--- src/rtl/demux32bit_1to2_buf_if.sv ---
// Bus bundle for the buffered 1-to-2 steering unit: one valid/ready input
// channel with a destination select, and two valid/ready output channels.
interface demux32bit_1to2_buf_if;
  localparam int unsigned DW = 32;

  logic          in_valid;
  logic          in_ready;
  logic [DW-1:0] in_data;
  logic          select;
  logic          out0_valid;
  logic          out0_ready;
  logic [DW-1:0] out0_data;
  logic          out1_valid;
  logic          out1_ready;
  logic [DW-1:0] out1_data;

  modport master (
    output in_valid, in_data, select, out0_ready, out1_ready,
    input  in_ready, out0_valid, out0_data, out1_valid, out1_data
  );

  modport slave (
    input  in_valid, in_data, select, out0_ready, out1_ready,
    output in_ready, out0_valid, out0_data, out1_valid, out1_data
  );
endinterface

--- src/rtl/demux32bit_1to2_buf.sv ---
// Buffered 1-to-2 demux: each accepted word goes to a 2-entry FIFO chosen by select.
// Optional macro DEMUX_STRICT_ORDER_EN keeps global program order across both outputs.
module demux32bit_1to2_buf (
  input logic                   clk,
  input logic                   reset,
  demux32bit_1to2_buf_if.slave  bus
);
  localparam int unsigned DW = 32;
  localparam int unsigned NF = 2;
  localparam int unsigned DEPTH = 2;

  // Per-FIFO occupancy doubles as the 0..2 entry count.
  typedef enum logic [1:0] {
    EMPTY = 2'd0,
    HALF  = 2'd1,
    FULL  = 2'd2
  } fifo_state_t;

  fifo_state_t   state_q [NF];
  fifo_state_t   state_d [NF];
  logic [NF-1:0] rd_q, rd_d;
  logic [NF-1:0] wr_q, wr_d;
  logic [DW-1:0] mem_q [NF][DEPTH];

  logic [NF-1:0] out_valid;
  logic [NF-1:0] out_ready;
  logic [NF-1:0] push;
  logic [NF-1:0] pop;
  logic          sel_ready_c;
  logic          order_ok_c;
  logic          in_ready_c;
  logic          accept_c;

  assign out_ready = {bus.out1_ready, bus.out0_ready};

  // Handshake decode and next-state for both FIFOs.
  always_comb begin
    out_valid   = '0;
    push        = '0;
    pop         = '0;
    rd_d        = rd_q;
    wr_d        = wr_q;
    sel_ready_c = 1'b0;
    order_ok_c  = 1'b1;
    in_ready_c  = 1'b0;
    accept_c    = 1'b0;
    for (int i = 0; i < NF; i++) begin
      state_d[i]   = state_q[i];
      out_valid[i] = (state_q[i] != EMPTY);
    end

    sel_ready_c = (state_q[bus.select] != FULL) || out_ready[bus.select];
`ifdef DEMUX_STRICT_ORDER_EN
    // The other side must be empty or draining its last word this cycle.
    order_ok_c = (state_q[~bus.select] == EMPTY) ||
                 ((state_q[~bus.select] == HALF) && out_ready[~bus.select]);
`else
    order_ok_c = 1'b1;
`endif
    in_ready_c = !reset && sel_ready_c && order_ok_c;
    accept_c   = bus.in_valid && in_ready_c;

    for (int i = 0; i < NF; i++) begin
      push[i] = accept_c && (bus.select == 1'(i));
      pop[i]  = out_valid[i] && out_ready[i] && !reset;
      if (push[i]) wr_d[i] = ~wr_q[i];
      if (pop[i])  rd_d[i] = ~rd_q[i];
      case ({push[i], pop[i]})
        2'b10:   state_d[i] = (state_q[i] == EMPTY) ? HALF : FULL;
        2'b01:   state_d[i] = (state_q[i] == FULL) ? HALF : EMPTY;
        default: state_d[i] = state_q[i];
      endcase
    end
  end

  always_ff @(posedge clk) begin
    if (reset) begin
      for (int i = 0; i < NF; i++) state_q[i] <= EMPTY;
      rd_q <= '0;
      wr_q <= '0;
    end else begin
      for (int i = 0; i < NF; i++) state_q[i] <= state_d[i];
      rd_q <= rd_d;
      wr_q <= wr_d;
    end
  end

  // Storage is datapath only; empty FIFOs are masked on the output side.
  always_ff @(posedge clk) begin
    for (int i = 0; i < NF; i++) begin
      if (push[i]) mem_q[i][wr_q[i]] <= bus.in_data;
    end
  end

  assign bus.in_ready   = in_ready_c;
  assign bus.out0_valid = out_valid[0];
  assign bus.out1_valid = out_valid[1];
  assign bus.out0_data  = out_valid[0] ? mem_q[0][rd_q[0]] : '0;
  assign bus.out1_data  = out_valid[1] ? mem_q[1][rd_q[1]] : '0;
endmodule

--- src/flat_wrapper.sv ---
// flat-port wrapper written by rule: the top's interface ports become plain ports
module demux32bit_1to2_buf_flat 
  (clk, reset, bus_in_valid, bus_in_data, bus_select, bus_out0_ready, bus_out1_ready, bus_in_ready, bus_out0_valid, bus_out0_data, bus_out1_valid, bus_out1_data);
  demux32bit_1to2_buf_if bus_i ();
  input logic clk;
  input logic reset;
  input wire logic [$bits(bus_i.in_valid)-1:0] bus_in_valid;
  input wire logic [$bits(bus_i.in_data)-1:0] bus_in_data;
  input wire logic [$bits(bus_i.select)-1:0] bus_select;
  input wire logic [$bits(bus_i.out0_ready)-1:0] bus_out0_ready;
  input wire logic [$bits(bus_i.out1_ready)-1:0] bus_out1_ready;
  output wire logic [$bits(bus_i.in_ready)-1:0] bus_in_ready;
  output wire logic [$bits(bus_i.out0_valid)-1:0] bus_out0_valid;
  output wire logic [$bits(bus_i.out0_data)-1:0] bus_out0_data;
  output wire logic [$bits(bus_i.out1_valid)-1:0] bus_out1_valid;
  output wire logic [$bits(bus_i.out1_data)-1:0] bus_out1_data;
  assign bus_i.in_valid = bus_in_valid;
  assign bus_i.in_data = bus_in_data;
  assign bus_i.select = bus_select;
  assign bus_i.out0_ready = bus_out0_ready;
  assign bus_i.out1_ready = bus_out1_ready;
  assign bus_in_ready = bus_i.in_ready;
  assign bus_out0_valid = bus_i.out0_valid;
  assign bus_out0_data = bus_i.out0_data;
  assign bus_out1_valid = bus_i.out1_valid;
  assign bus_out1_data = bus_i.out1_data;
  demux32bit_1to2_buf u_core (.clk(clk), .reset(reset), .bus(bus_i));
endmodule
--- config.mk ---
export PLATFORM = sky130hd
export DESIGN_NAME = demux32bit_1to2_buf_flat
export DESIGN_NICKNAME = d
export VERILOG_FILES = /design/src/rtl/demux32bit_1to2_buf_if.sv /design/src/rtl/demux32bit_1to2_buf.sv /design/src/flat_wrapper.sv
export SDC_FILE = /design/constraint.sdc
export NUM_CORES = 1
export LEC_CHECK = 0
export CORE_MARGIN = 2
export CORE_UTILIZATION = 50
export CTS_BUF_LIST = sky130_fd_sc_hd__clkbuf_8
export CTS_CLUSTER_DIAMETER = 150
export DETAILED_ROUTE_END_ITERATION = 16
export PLACE_DENSITY = 0.78
export SLEW_MARGIN = 20
export SYNTH_ARGS = -nofsm -noshare
export SYNTH_HDL_FRONTEND = slang
export SYNTH_SLANG_ARGS = --single-unit
--- constraint.sdc ---
create_clock -name clk -period 8.1 [get_ports clk]
set_input_delay 2.43 -clock clk [delete_from_list [all_inputs] [get_ports clk]]
set_output_delay 2.43 -clock clk [all_outputs]
set_load 0.02 [all_outputs]
# Word level (Yosys, flattened, before mapping)
# Memory sizes are Yosys's and may differ from the RTL's.
# Cells that the tools add are included.
dict set report totals {
  register_bits 4
  latch_bits 0
  ram_bits 132
  romBits 0
  input_bits 38
  out_inout_bits 67
  wordCells 80
  memories 2
}
# name words word_bits read_ports rd_ports_with_merged_regs write_ports line
set mem_list {}
lappend mem_list {u_core.mem_q 2 64 2 0 1 demux32bit_1to2_buf.sv:23} ;# logic [DW-1:0] mem_q [NF][DEPTH];
lappend mem_list {u_core.state_q 2 2 3 0 2 demux32bit_1to2_buf.sv:19} ;# fifo_state_t state_q [NF];
dict set report classes {
  n_addsub 0
  n_mul 0
  div_mod_pow 0
  order_cmp 7
  n_eq_ne 7
  n_shift 0
  n_mux 32
  n_bitwise 11
  reduce_logical 17
}
# cell count
set ops {}
lappend ops {{$mux W32} 10}
lappend ops {{$mux W64} 4}
lappend ops {{$demux W32 S1} 2}
lappend ops {{$reduce_or A64 Y1} 1}
lappend ops {{$logic_and A1 B1 Y1} 10}
lappend ops {{$mux W1} 10}
lappend ops {{$eq A2 B2 Y1 const B} 4}
lappend ops {{$ge A2 B2 Y1 const B} 4}
lappend ops {{$mux W2} 4}
lappend ops {{$not A1 Y2} 4}
lappend ops {{$pmux W2 S2} 2}
lappend ops {{$not A1 Y1} 5}
lappend ops {{$eq A2 B1 Y1 const B} 2}
lappend ops {{$logic_not A2 Y1} 2}
lappend ops {{$lt A2 B1 Y1 const B} 2}
lappend ops {{$reduce_bool A2 Y1} 2}
lappend ops {{$lt A1 B2 Y1 const B} 1}
lappend ops {{$ne A2 B2 Y1 const B} 1}
lappend ops {{$or A1 B1 Y1} 2}
lappend ops {{$logic_not A1 Y1} 1}
lappend ops {{$logic_or A1 B1 Y1} 1}

# Logic depth before layout (Yosys ltp)
dict set report depth {
  ltp_word 10
  mapped_depth 7
  ltp_nobuf 7
}

# Worst setup path after synthesis
# OpenSTA, ideal clock, no wires.
dict set report synth_path {
  kind {input-to-reg}
  startpoint {in reset}
  endpoint {mem u_core.mem_q[0][32] in the netlist's numbering, enable pin}
  setup_time_ps 515
  t_arrival_ps 6082
  t_required_ps 7585
  setup_slack_ps 1504
  path_stages 3
  path_buffers 1
  path_cell_list {buf_6 -> nor2b_4 -> nor4b_1}
}
dict set report synth_between {
  elab_chain_cells 8
  elab_cells_between_ends 12
  cone_classes {6 x mux; 6 x reduce/logical}
}
# item line
set synth_rtl {}
lappend synth_rtl {{start: declaration} flat_wrapper.sv:6} ;# input logic reset;
lappend synth_rtl {{$logic_not A1 Y1 *} demux32bit_1to2_buf.sv:60} ;# in_ready_c = !reset && sel_ready_c && order_ok_c;
lappend synth_rtl {{$logic_and A1 B1 Y1 *} demux32bit_1to2_buf.sv:60}
lappend synth_rtl {{$logic_and A1 B1 Y1 *} demux32bit_1to2_buf.sv:61} ;# accept_c = bus.in_valid && in_ready_c;
lappend synth_rtl {{$logic_and A1 B1 Y1} demux32bit_1to2_buf.sv:64} ;# push[i] = accept_c && (bus.select == 1'(i));
lappend synth_rtl {{$mux W1} demux32bit_1to2_buf.sv:91} ;# if (push[i]) mem_q[i][wr_q[i]] <= bus.in_data;
lappend synth_rtl {{$mux W64 (implied by the code)} demux32bit_1to2_buf.sv:91}
lappend synth_rtl {{$reduce_or A64 Y1 (no source line)} --}
lappend synth_rtl {{$mux W1 (no source line) / $mux W64 (equally long branches)} --}
lappend synth_rtl {{end: declaration} demux32bit_1to2_buf.sv:23}
# Mark *: on every way between the ends. The rest lies on a longest branch, timed or not.

# Worst setup path in the final report
dict set report layout_path {
  startpoint {in bus_out0_ready}
  endpoint {out bus_in_ready}
}
dict set report layout_between {
  elab_chain_cells 4
}
# item line
set layout_rtl {}
lappend layout_rtl {{start: declaration} flat_wrapper.sv:10} ;# input wire logic [$bits(bus_i.out0_ready)-1:0] bus_out0_ready;
lappend layout_rtl {{$mux W1 (implied by the code) (2 in series)} demux32bit_1to2_buf.sv:52} ;# sel_ready_c = (state_q[bus.select] != FULL) || out_ready[bus.select];
lappend layout_rtl {{$logic_or A1 B1 Y1} demux32bit_1to2_buf.sv:52}
lappend layout_rtl {{$logic_and A1 B1 Y1} demux32bit_1to2_buf.sv:60}
lappend layout_rtl {{end: declaration} flat_wrapper.sv:12} ;# output wire logic [$bits(bus_i.in_ready)-1:0] bus_in_ready;
# Every way passes these cells. The select of a mux whose other input is x is not followed.

==> impl_metrics.yaml <==
run_status:
  outcome: "finished clean"
worst_setup_path:
  crit_top_cell: "clkdlybuf4s50_1"
  critPathMaxStageDelay_ps: 530
  cp.required_ps: 5670
  cp_max_fo: 3
  worst_path_max_delay_cell: "clkdlybuf4s50_1"
  start_kind: "primary input"
  cp.arrival_ps: 4080
  crit_type: "primary input to primary output"
  crit_path_cell_trace: "clkdlybuf4s50_1 > nor3b_1 > nor2_1 > o21a_1 > clkdlybuf4s50_1"
  cp-end-kind: "primary output"
pwr:
  combPwrFrac_pct: 9.6
  leakage_nw: 2.20
  p_seq_share_pct: 55.0
  p_int_mw: 1.10
  power.switching_mw: 0.357
  pwr-share-clk_pct: 35.4
  vdd_drop_max_mv: 0.147
  power_density_nw_per_um2: 214
  netSwitchingFraction_pct: 24.5
global_route:
  grt_use_total_pct: 18.9
  grt_pass1_wl_um: 16000
  first_global_vias: 3103
  antenna_found_initial: 0
  overflow: 0
  grt_max_degree: 34
synth:
  synth.most_common_cell: "edfxtp_1"
  ys_warn_count: 0
  synth_ff_type: "edfxtp_1"
  synth_fp_nets: 366
  synth_common_cells: "edfxtp_1 (128), nor2_1 (73), mux2i_1 (65)"
  synth_top_cell_by_area: "edfxtp_1"
  synthCells: 326
  synth_cell_types: 26
  ys_ff_latch: 136
  synth_seq_area_share_pct: 76.2
  synth_enable_flop_cells: 128
  synth.avg_cell_area_um2: 16.1
  ys_async_sr_fraction_pct: 0
  netlist.area_leader.share_pct: 73.1
  synthTopCellsByArea: "edfxtp_1 (73%), mux2i_1 (12%), nor2_1 (5.2%)"
  netlist_area_um2: 5260
sta:
  hold_viol_final: 0
  slew_headroom_pct: 33.4
  worst_pin_slew_ps: 997
  finalCritPeriodShare_pct: 80.4
  min_period_ps: 6510
  fin_setup_tns_ps: 0
  final-setup-viol-count: 0
  worst_clock_skew_ps: 14.8
  rsz0062_at_grt: "no"
  slew_viol_final: 0
  timing.final.ws_setup_ps: 1590
  max_freq_ghz: 0.154
job:
  cap_violations: 0
layout:
  ff_latch_area_um2: 4010
  fin_nets: 475
  multi_input_area_um2: 1170
  fillers: 748
  n_antenna_cell: 0
  area_growth_pct: 29.4
  drive_gt1_share_pct: 9.38
clock_tree:
  cts_repair_resize_count: 0
  cts_tree: "yes"
  cts_buffer_depth: 2
  cts.hold.buffers_added: 0
  cts_root_buffer: "clkbuf_8"
  clkTransAtPathRegs_ps: 80
  clock_sinks: 136
  clk_latency_ps: 410
  cts_made_buffers: 17
  cts_post_setup_buffers_inserted: 0
  htreeDepth: 4
route:
  wl_per_cell_um: 17.5
  drc_errors: 0
  antenna_left: 0
  drt_iter0_drc: 128
  vias: 2981
  via_per_inst: 5.10
  dr.pass1.iters: 4
  drt-total-wl_um: 10200
floorplan:
  start_util_pct: 51.2
  rows: 37
  core_um2: 10300
  num_io_pins: 105
  die_w_um: 107
  die_y_um: 107
  die-area_um2: 11400
placed_design:
  port_buffers: 104
  dp_slack_ps: 1590
  dpl.hpwl_um: 5920
  place_congestion: 0.732
min_path:
  hold_class: "register to register"
==> final timing paths <==
| path | start | cells after the start | to | slack (ps) |
|---|---|---|---|---|
| min reg2reg | u_core.wr_q[1] | 1 | u_core.wr_q[1] | 530 |
| max reg2reg | u_core.state_q[1][0] | 3 | u_core.mem_q[0][115] | 5960 |
| max | bus_out0_ready | 5 | bus_in_ready | 1590 |
| min | u_core.wr_q[1] | 1 | u_core.wr_q[1] | 530 |
==> sequential cells by signal, summed over array words and instances (netlist names) <==
| signal | count |
|---|---|
| u_core.rd_q | 2 |
| u_core.state_q | 4 |
| u_core.mem_q | 128 |
| u_core.wr_q | 2 |
==> placed cells by master, fill, tap and decap left out, drive strengths merged <==
cell type and count:
nand3 1, nor4b 1, nor2b 1, nand2 4, o21ai 2, inv 13
dfxtp 8, a211oi 2, clkdlybuf4s50 104, and3 1, xor2 4, ha 2
clkinv 6, edfxtp 128, buf 1, or3b 1, or3 2, bufinv 1
nor3b 1, and2 1, clkbuf 17, nor2 73, a21oi 4, nand2b 1
clkinvlp 2, o311ai 1, mux2i 65, o21a 1
==> power by group through the flow <==
stage                     logic [mW]  clock network [mW]  registers [mW]
after floorplan               0.0788                   0           0.806
after global placement         0.139                   0           0.817
after detailed placement       0.142                   0           0.818
after CTS                      0.143               0.528           0.802
after global routing           0.150               0.557           0.804
final                          0.140               0.516           0.802
==> cell type report <==
class,instances,share of cell area [%]
Timing Repair Buffer,105,15.4
Clock inverter,15,2.08
Sequential cell,136,58.9
Tap cell,136,2.50
Multi-Input combinational cell,168,17.2
Clock buffer,17,3.44
Inverter,7,0.386
==> logic make-up after synthesis <==
logic type	Yosys count	synth area share, %
DFF	136	76.2
buffers and inverters	22	2.24
AOI/OAI and AO/OA	10	1.17
xor gates and xnor gates	4	0.666
and+or+nand+nor	87	6.93
adders and majority gates	2	0.476
muxes	65	12.4
==> metrics by stage <==
stage / util [%] / std cells / instance area [µm²] / hold WS, ps / total power [mW]
finish: 66.2 / 584 / 6810 / 531 / 1.46
global route: 66.2 / 584 / 6810 / 565 / 1.51
CTS: 66.2 / 584 / 6800 / 539 / 1.47
detailed placement: 62.5 / 552 / 6420 / 521 / 0.960
global placement: 62.5 / 552 / 6420 / 492 / 0.956
floorplan: - / 326 / 5260 / 450 / 0.885
==> layer usage <==
| metal | GRT usage, % | routed length (µm) | vias to the layer above |
|---|---|---|---|
| li1 | - | - | 1418 |
| met2 | 31.4 | 5110 | 114 |
| met3 | 6.19 | 741 | 6 |
| met4 | 5.84 | 50 | 0 |
| met1 | 23.7 | 4300 | 1443 |
| met5 | 0 | 0 | - |
==> critical path, delay by kind of cell <==
kind | cells | cell delay, ps
buffers and inverters | 2 | 960
AND/OR/NAND/NOR | 2 | 520
AO/OA/AOI/OAI | 1 | 190
(Power assumes the default switching activity.)
